===== src/rtl/node.sv =====
// node: fixed-point MAC neuron, saturating ACC_W accumulator, optional NODE_RELU_EN output clamp.
// Latency: one cycle; a start-cycle product is visible on node_out after the next rising edge.
// Backpressure: none, so every start cycle accumulates; reset_acc overrides start.
module node #(
    parameter int DATA_W   = 16,
    parameter int FRAC_W   = 8,
    parameter int NUM_IN   = 64,
    parameter int NUM_COEF = 16,
    parameter int CNT_W    = 7,
    parameter int ACC_W    = 32
) (
    input  logic                     clk,
    input  logic                     rst,
    input  logic                     start,
    input  logic                     reset_acc,
    input  logic [CNT_W-1:0]         cnt_val,
    input  logic signed [DATA_W-1:0] coef    [NUM_COEF],
    input  logic signed [DATA_W-1:0] data_in [NUM_IN],
    output logic signed [DATA_W-1:0] node_out
);
    localparam int IN_IDX_W   = $clog2(NUM_IN);
    localparam int COEF_IDX_W = $clog2(NUM_COEF);
    localparam int PROD_W     = 2 * DATA_W;
    localparam int SHF_W      = PROD_W - FRAC_W;

    localparam logic [CNT_W:0]         NUM_IN_L = (CNT_W + 1)'(NUM_IN);
    localparam logic signed [ACC_W-1:0] ACC_MAX = {1'b0, {(ACC_W - 1){1'b1}}};
    localparam logic signed [ACC_W-1:0] ACC_MIN = {1'b1, {(ACC_W - 1){1'b0}}};
    localparam logic signed [DATA_W-1:0] OUT_MAX = {1'b0, {(DATA_W - 1){1'b1}}};
    localparam logic signed [DATA_W-1:0] OUT_MIN = {1'b1, {(DATA_W - 1){1'b0}}};

    logic [IN_IDX_W-1:0]        in_idx;
    logic [COEF_IDX_W-1:0]      coef_idx;
    logic                       in_range;
    logic signed [DATA_W-1:0]   sample;
    logic signed [DATA_W-1:0]   weight;
    logic signed [PROD_W-1:0]   prod_full;
    logic signed [SHF_W-1:0]    prod_shf;
    logic signed [ACC_W-1:0]    prod_ext;
    logic signed [ACC_W:0]      sum_wide;
    logic signed [ACC_W-1:0]    sum_sat;
    logic signed [ACC_W-1:0]    acc;
    logic signed [ACC_W-1:0]    acc_nxt;
    logic [ACC_W-DATA_W:0]      acc_hi;
    logic signed [DATA_W-1:0]   out_sat;

    // Coefficients alias onto the low index bits; out-of-range samples contribute zero.
    assign in_idx   = cnt_val[IN_IDX_W-1:0];
    assign coef_idx = cnt_val[COEF_IDX_W-1:0];
    assign in_range = ({1'b0, cnt_val} < NUM_IN_L);

    assign sample = in_range ? data_in[in_idx] : '0;
    assign weight = coef[coef_idx];

    assign prod_full = sample * weight;
    assign prod_shf  = SHF_W'(prod_full >>> FRAC_W);
    assign prod_ext  = ACC_W'(prod_shf);

    // One guard bit detects signed overflow of the accumulate.
    assign sum_wide = {acc[ACC_W-1], acc} + {prod_ext[ACC_W-1], prod_ext};

    always_comb begin
        sum_sat = sum_wide[ACC_W-1:0];
        if (sum_wide[ACC_W] != sum_wide[ACC_W-1]) begin
            sum_sat = sum_wide[ACC_W] ? ACC_MIN : ACC_MAX;
        end
    end

    always_comb begin
        acc_nxt = acc;
        if (reset_acc) begin
            acc_nxt = '0;
        end else if (start && in_range) begin
            acc_nxt = sum_sat;
        end
    end

    always_ff @(posedge clk or posedge rst) begin
        if (rst) begin
            acc <= '0;
        end else begin
            acc <= acc_nxt;
        end
    end

    // acc fits DATA_W when every bit above the output sign bit matches it.
    assign acc_hi = acc[ACC_W-1:DATA_W-1];

    always_comb begin
        out_sat = acc[DATA_W-1:0];
        if (!((&acc_hi) || !(|acc_hi))) begin
            out_sat = acc[ACC_W-1] ? OUT_MIN : OUT_MAX;
        end
    end

`ifdef NODE_RELU_EN
    assign node_out = out_sat[DATA_W-1] ? '0 : out_sat;
`else
    assign node_out = out_sat;
`endif

endmodule


===== config.mk =====
export PLATFORM = sky130hd
export DESIGN_NAME = node
export DESIGN_NICKNAME = d
export VERILOG_FILES = /design/src/rtl/node.sv
export SDC_FILE = /design/constraint.sdc
export NUM_CORES = 1
export LEC_CHECK = 0
export ABC_AREA = 0
export ABC_CLOCK_PERIOD_IN_PS = 7250
export BUFFER_PORTS_ARGS = -buffer_cell sky130_fd_sc_hd__buf_4
export CORE_AREA = 5 5 506 508
export CTS_BUF_LIST = sky130_fd_sc_hd__clkbuf_8
export DETAILED_ROUTE_END_ITERATION = 10
export DIE_AREA = 0 0 511 513
export PLACE_DENSITY = 0.3
export SYNTH_ARGS = -nofsm -noshare
export SYNTH_HDL_FRONTEND = slang
export SYNTH_SLANG_ARGS = --single-unit

===== constraint.sdc =====
create_clock -name clk -period 7.25 [get_ports clk]
set_input_delay 0.3625 -clock clk [delete_from_list [all_inputs] [get_ports clk]]
set_output_delay 0.3625 -clock clk [all_outputs]
set_load 0.03 [all_outputs]

==> results of run 1 <==
-- critical path: cells and delay by family --
kind                     cells  cell delay, ns
adder cells (fa/ha/maj)      8            3.60
AO/OA/AOI/OAI               17            3.06
multiplexers                 3            1.67
buffers and inverters       11            1.39
AND/OR/NAND/NOR              3            0.43
XOR/XNOR                     1            0.20
-- metrics by stage --
| step | instance area, µm² | worst slack (ns) | hold slack, ns | instances | setup TNS, ns |
|---|---|---|---|---|---|
| 2_1_floorplan | 23400 | -2.68 | 0.429 | 2015 | -84.45 |
| 3_3_place_gp | 40300 | -4.13 | 0.521 | 6994 | -131.49 |
| 3_5_place_dp | 40300 | -4.14 | 0.531 | 6994 | -131.45 |
| 4_1_cts | 41300 | -3.43 | 0.263 | 7049 | -108.66 |
| 5_1_grt | 41500 | -3.79 | 0.286 | 7063 | -119.02 |
| 6_report | 41600 | -3.41 | 0.230 | 7085 | -106.77 |
-- synthesized netlist by cell type, types with 6 or more instances --
| cell | count |
|---|---|
| sky130_fd_sc_hd__a31oi_1 | 6 |
| sky130_fd_sc_hd__o21ai_1 | 6 |
| sky130_fd_sc_hd__o21ai_0 | 22 |
| sky130_fd_sc_hd__a21oi_1 | 40 |
| sky130_fd_sc_hd__a21o_1 | 42 |
| sky130_fd_sc_hd__o21a_1 | 17 |
| sky130_fd_sc_hd__clkbuf_1 | 30 |
| sky130_fd_sc_hd__nand2b_1 | 35 |
| sky130_fd_sc_hd__mux2i_1 | 28 |
| sky130_fd_sc_hd__xnor2_1 | 39 |
| sky130_fd_sc_hd__or2_2 | 7 |
| sky130_fd_sc_hd__buf_4 | 17 |
| sky130_fd_sc_hd__and2_1 | 13 |
| sky130_fd_sc_hd__nor2_1 | 141 |
| sky130_fd_sc_hd__fa_1 | 263 |
| sky130_fd_sc_hd__buf_1 | 10 |
| sky130_fd_sc_hd__o2111ai_1 | 30 |
| sky130_fd_sc_hd__nand4_1 | 12 |
| sky130_fd_sc_hd__xor2_1 | 23 |
| sky130_fd_sc_hd__buf_2 | 82 |
| sky130_fd_sc_hd__inv_1 | 320 |
| sky130_fd_sc_hd__nor2b_1 | 35 |
| sky130_fd_sc_hd__o21bai_1 | 12 |
| sky130_fd_sc_hd__and3_1 | 6 |
| sky130_fd_sc_hd__dfrtp_1 | 32 |
| sky130_fd_sc_hd__a211oi_1 | 8 |
| sky130_fd_sc_hd__mux4_2 | 387 |
| sky130_fd_sc_hd__mux2_2 | 13 |
| sky130_fd_sc_hd__ha_1 | 112 |
| sky130_fd_sc_hd__nand3_1 | 16 |
| sky130_fd_sc_hd__nand2_1 | 143 |
-- repair_timing --
action | in CTS | in global routing
pin swaps | 25 | 15
gates cloned | 5 | 2
endpoints found under the setup margin | 32 | 32
buffers inserted | 43 | 8
resized for setup | 78 | 31
-- worst max path at each step --
stage	slack (ns)	endpoint	depth (start not counted)	from
2_1_floorplan	-2.68	acc[12]	46	cnt_val[1]
3_3_place_gp	-4.13	acc[21]	47	cnt_val[0]
3_5_place_dp	-4.14	acc[16]	47	cnt_val[0]
4_1_cts	-3.43	acc[28]	43	cnt_val[0]
5_1_grt	-3.79	acc[2]	43	cnt_val[0]
6_report	-3.41	acc[22]	43	cnt_val[0]
-- cells in the final DEF, fill, tap and decap left out, types with 28 or more instances in the layout --
cell,netlist,layout
sky130_fd_sc_hd__nor2_1,141,138
sky130_fd_sc_hd__xnor2_1,39,36
sky130_fd_sc_hd__mux4_2,387,387
sky130_fd_sc_hd__ha_1,112,106
sky130_fd_sc_hd__nor2b_1,35,30
sky130_fd_sc_hd__nand2b_1,35,28
sky130_fd_sc_hd__diode_2,0,28
sky130_fd_sc_hd__a21oi_1,40,36
sky130_fd_sc_hd__fa_1,263,257
sky130_fd_sc_hd__buf_12,0,45
sky130_fd_sc_hd__a21o_1,42,42
sky130_fd_sc_hd__dfrtp_1,32,32
sky130_fd_sc_hd__buf_4,17,1752
sky130_fd_sc_hd__nand2_1,143,139
sky130_fd_sc_hd__inv_1,320,318
-- per-layer routing --
layer  share of wire  vias to the layer above  global-route usage
li1                -                    10799                   -
met1            0.41                    12598               0.195
met2            0.49                     1233               0.276
met3           0.088                      233              0.0498
met4           0.012                       46             0.00997
met5          0.0012                        -                   0
-- kinds of logic after synthesis --
logic type / Yosys count / share of synthesized area
simple gates: 427 / 0.0858
compound gates: 219 / 0.0690
mux: 433 / 0.407
flops: 32 / 0.0352
fa+ha+maj: 375 / 0.293
buf+inv: 467 / 0.0865
xor+xnor: 62 / 0.0239
-- layout make-up --
type	count	area [µm²]
fillers	28119	209000
multi-input cells	1516	20600
repair buffers	1831	14600
well taps	3348	4190
inverters	322	1210
flip-flops and latches	32	801
clock buffers	6	82.6
diodes	28	70.1
clock inverters	2	7.51
==> results.yml, run 1 <==
finish:
  largest_register: "acc"
  largest_register_ff_count: 32
  fin_nets: 5374
  post_route_cells_drive_above_1_share: 0.633
  final_core_utilization: 0.166
  layout-area-overhead-vs-synth_pct: 82.5
  reg.largest.list: "acc: 32 flops"
placement:
  detailedPlacementHpwl_um: 199000
  finalWeightedCongestion: 0.910
  io_buffers: 1306
setup_path:
  worstRegToRegCells: 17
  worstReg2RegEnd: "acc[22]"
  arrival_ns: 10.81
  critical-path-slowest-cell: "sky130_fd_sc_hd__mux4_2"
  r2r_slack_ns: 3.50
  critical_path.startpoint_type: "input port"
  critPathMaxFanout: 8
  cp_common_cell: "sky130_fd_sc_hd__a21o_1"
  critical_path_type: "in -> reg"
  crit_required_ns: 7.40
  cp-end-kind: "flop"
  r2r-start: "acc[0]"
  cpPeakStageDelay_ns: 0.62
timing:
  worst-slew-pin-transition_ns: 0.684
  fmaxAchievable_mhz: 93.8
  timing.final.hold_violations: 0
  setup_repair_after_global_routing_missed_its_margin: "yes"
  slew_headroom: 0.541
  final.min_clock_period_ns: 10.66
  timing.final.ws_setup_ns: -3.41
  final_min_period_over_clock_period: 1.47
  final.setup_skew_ns: 0.00480
  slew_violations: 0
  setup_viol: 32
route:
  route.detailed.vias_per_inst: 3.52
  drtPass1Iterations: 6
  drt_first_iter_violations: 1498
  post_detailed_route_count_of_antenna_violating_nets: 0
  detailroute.via_count: 24909
  routed_wl_um: 215000
  detail_route.wl_per_cell_um: 30.3
  post-route-drc-count: 0
clock_tree:
  worst_skew_pair.late_latency_ns: 0.28
  tritoncts_num_sinks: 32
  tritoncts: "done"
  path_clk_slew_ns: 0.07
  clock_tree.htree_level_count: 2
  cts.root.buffer_cell: "sky130_fd_sc_hd__clkbuf_8"
  tritoncts.num_buffers: 5
  count_of_hold_buffers_inserted_by_post_cts_repair: 0
  clock_tree.buffer_depth: 2
floorplan:
  die_boundary_width_um: 511
  top_level_ports: 1307
  initial_utilization: 0.0908
  core_region_area_um2: 251000
  rows: 184
  die_height_um: 513
  fp.dieArea_um2: 262000
global_routing:
  grt_pass1_wl_um: 276000
  grt_max_degree: 33
  initial_antenna_violation_count: 165
  grt_remaining_overflow: 0
  global_router_s_overall_resource_usage: 0.157
  grt_pass1_vias: 27394
synth:
  synth_area_per_cell_um2: 11.3
  synth_top_cells_by_area: "sky130_fd_sc_hd__mux4_2, sky130_fd_sc_hd__fa_1, sky130_fd_sc_hd__ha_1, sky130_fd_sc_hd__inv_1, sky130_fd_sc_hd__dfrtp_1"
  synth_top_area_frac: 0.383
  ys_types: 65
  synthesis.area_um2: 22800
  synth-edff-count: 0
  yosys_warnings: 0
  syn_nets: 3681
  synth_seq_cells: 32
  ys.flop_type: "sky130_fd_sc_hd__dfrtp_1"
  dominant_cell_type_by_area_after_synthesis: "sky130_fd_sc_hd__mux4_2"
  syn-instance-count: 2015
  synth_async_sr_flop_share: 1.00
  synth_sequential_area_ratio: 0.0352
worst_hold_path:
  min_path_type: "in -> async"
outcome:
  run_status: "complete, but fails checks"
  violations: "setup timing"
job:
  drv_cap: 0
Power of run 1 is not shown: default switching activity piles up to over one toggle a cycle in this logic, so the estimate is an artifact.
==> run 2, diff against run 1 <==
CTS_BUF_LIST = sky130_fd_sc_hd__clkbuf_2   (was sky130_fd_sc_hd__clkbuf_8)
==> results.yml, run 2 (synthesis results as in run 1) <==
setup_path:
  cp-end-kind: "flop"
  worstRegToRegCells: 17
  critical_path.startpoint_type: "input port"
  cp_common_cell: "sky130_fd_sc_hd__a21o_1"
  critical_path_type: "in -> reg"
  crit_required_ns: 7.52
  r2r_slack_ns: 3.45
  cpPeakStageDelay_ns: 0.62
  worstReg2RegEnd: "acc[22]"
  critPathMaxFanout: 8
  critical-path-slowest-cell: "sky130_fd_sc_hd__mux4_2"
  r2r-start: "acc[0]"
  arrival_ns: 10.80
  source_of_the_critical_timing_path: "cnt_val[0]"
finish:
  final_cell_count_no_fill: 7088
  fin_nets: 5374
  layout.cells.most_common: "sky130_fd_sc_hd__buf_4"
  largest_register_ff_count: 32
  largest_register: "acc"
  reg.largest.list: "acc: 32 flops"
  layout-area-overhead-vs-synth_pct: 83.0
  post_route_cells_drive_above_1_share: 0.637
  mostFrequentLayoutCells: "sky130_fd_sc_hd__buf_4, sky130_fd_sc_hd__mux4_2, sky130_fd_sc_hd__inv_1, sky130_fd_sc_hd__fa_1, sky130_fd_sc_hd__nand2_1"
  num-fill-cells: 28114
clock_tree:
  tritoncts_num_sinks: 32
  clock_tree.htree_level_count: 2
  cts.root.buffer_cell: "sky130_fd_sc_hd__clkbuf_2"
  tritoncts.num_buffers: 5
  clock_tree.buffer_depth: 2
  tritoncts: "done"
  worst_skew_pair.late_latency_ns: 0.38
  path_clk_slew_ns: 0.19
  count_of_hold_buffers_inserted_by_post_cts_repair: 0
timing:
  final.min_clock_period_ns: 10.53
  fmaxAchievable_mhz: 94.9
  timing.final.ws_setup_ns: -3.28
  worst-slew-pin-transition_ns: 0.677
  slew_violations: 0
  final_min_period_over_clock_period: 1.45
  setup_repair_after_global_routing_missed_its_margin: "yes"
  timing.final.hold_violations: 0
  setup_viol: 32
  final.setup_skew_ns: 0.0108
  slew_headroom: 0.545
outcome:
  run_status: "complete, but fails checks"
  violations: "setup timing"
global_routing:
  grt_pass1_wl_um: 276000
  grt_remaining_overflow: 0
  grt_use_met2: 0.276
  met1_track_demand_over_resource: 0.195
  grt_max_degree: 33
  global_router_s_overall_resource_usage: 0.157
  global_route.usage.met3: 0.0498
  initial_antenna_violation_count: 164
  grt_pass1_vias: 27467
  most_congested_layer_reported_by_global_routing: "met2"
route:
  post_detailed_route_count_of_antenna_violating_nets: 0
  detailroute.via_count: 24863
  detail_route.wl_per_cell_um: 30.3
  drtPass1Iterations: 5
  drt_first_iter_violations: 1443
  routed_wl_um: 215000
  post-route-drc-count: 0
  route.detailed.vias_per_inst: 3.51
floorplan:
  die_boundary_width_um: 511
  fp.dieArea_um2: 262000
  core_region_area_um2: 251000
  die_height_um: 513
  rows: 184
  top_level_ports: 1307
  initial_utilization: 0.0908
placement:
  io_buffers: 1306
  finalWeightedCongestion: 0.910
  detailedPlacementHpwl_um: 199000
  numPlacedInstances: 6994
job:
  drv_cap: 0
worst_hold_path:
  min_path_type: "in -> async"
-- run 2: worst max-delay path by stage --
stage | slack, ns | end
2_1_floorplan | -2.68 | acc[12]
3_3_place_gp | -4.13 | acc[21]
3_5_place_dp | -4.14 | acc[16]
4_1_cts | -3.29 | acc[31]
5_1_grt | -3.66 | acc[31]
6_report | -3.28 | acc[22]
-- run 2: worst max-delay path, delay by kind of cell --
kind | cells | cell delay [ns]
AO/OA/AOI/OAI | 17 | 3.11
XOR/XNOR | 1 | 0.20
adder cells (fa/ha/maj) | 8 | 3.60
buffers and inverters | 11 | 1.38
multiplexers | 3 | 1.67
AND/OR/NAND/NOR | 3 | 0.41
-- run 2: what timing repair did --
| item | in CTS | in global routing |
|---|---|---|
| cloned | 6 | 2 |
| buffers inserted | 44 | 6 |
| resized for setup | 92 | 36 |
| endpoints found under the setup margin | 32 | 32 |
| pin swaps | 26 | 23 |
-- run 2: routing by layer --
metal | share of wire | wire, µm
met3 | 0.087 | 18700
met5 | 0.0013 | 286
met1 | 0.41 | 87200
met2 | 0.49 | 106000
met4 | 0.013 | 2890
-- run 2: layout make-up --
type	instances	area (µm²)	area share
sequential	32	801	0.0192
antenna	31	77.6	0.00186
tap	3348	4190	0.101
clock buffer	7	35.0	0.000841
inverter	322	1210	0.0292
clock inverter	1	3.75	0.0000901
multi-input combinational	1516	20700	0.496
timing repair buffer	1831	14700	0.352
-- run 2: stage by stage --
stage | cell area (µm²) | worst slack (ns) | utilization | hold slack, ns | TNS (ns)
2_1_floorplan | 23400 | -2.68 | - | 0.429 | -84.45
3_3_place_gp | 40300 | -4.13 | 0.161 | 0.521 | -131.49
3_5_place_dp | 40300 | -4.14 | 0.161 | 0.531 | -131.45
4_1_cts | 41300 | -3.29 | 0.165 | 0.114 | -103.89
5_1_grt | 41600 | -3.66 | 0.166 | 0.138 | -114.31
6_report | 41700 | -3.28 | 0.166 | 0.0969 | -102.69
Power of run 2 is left out for the same reason.
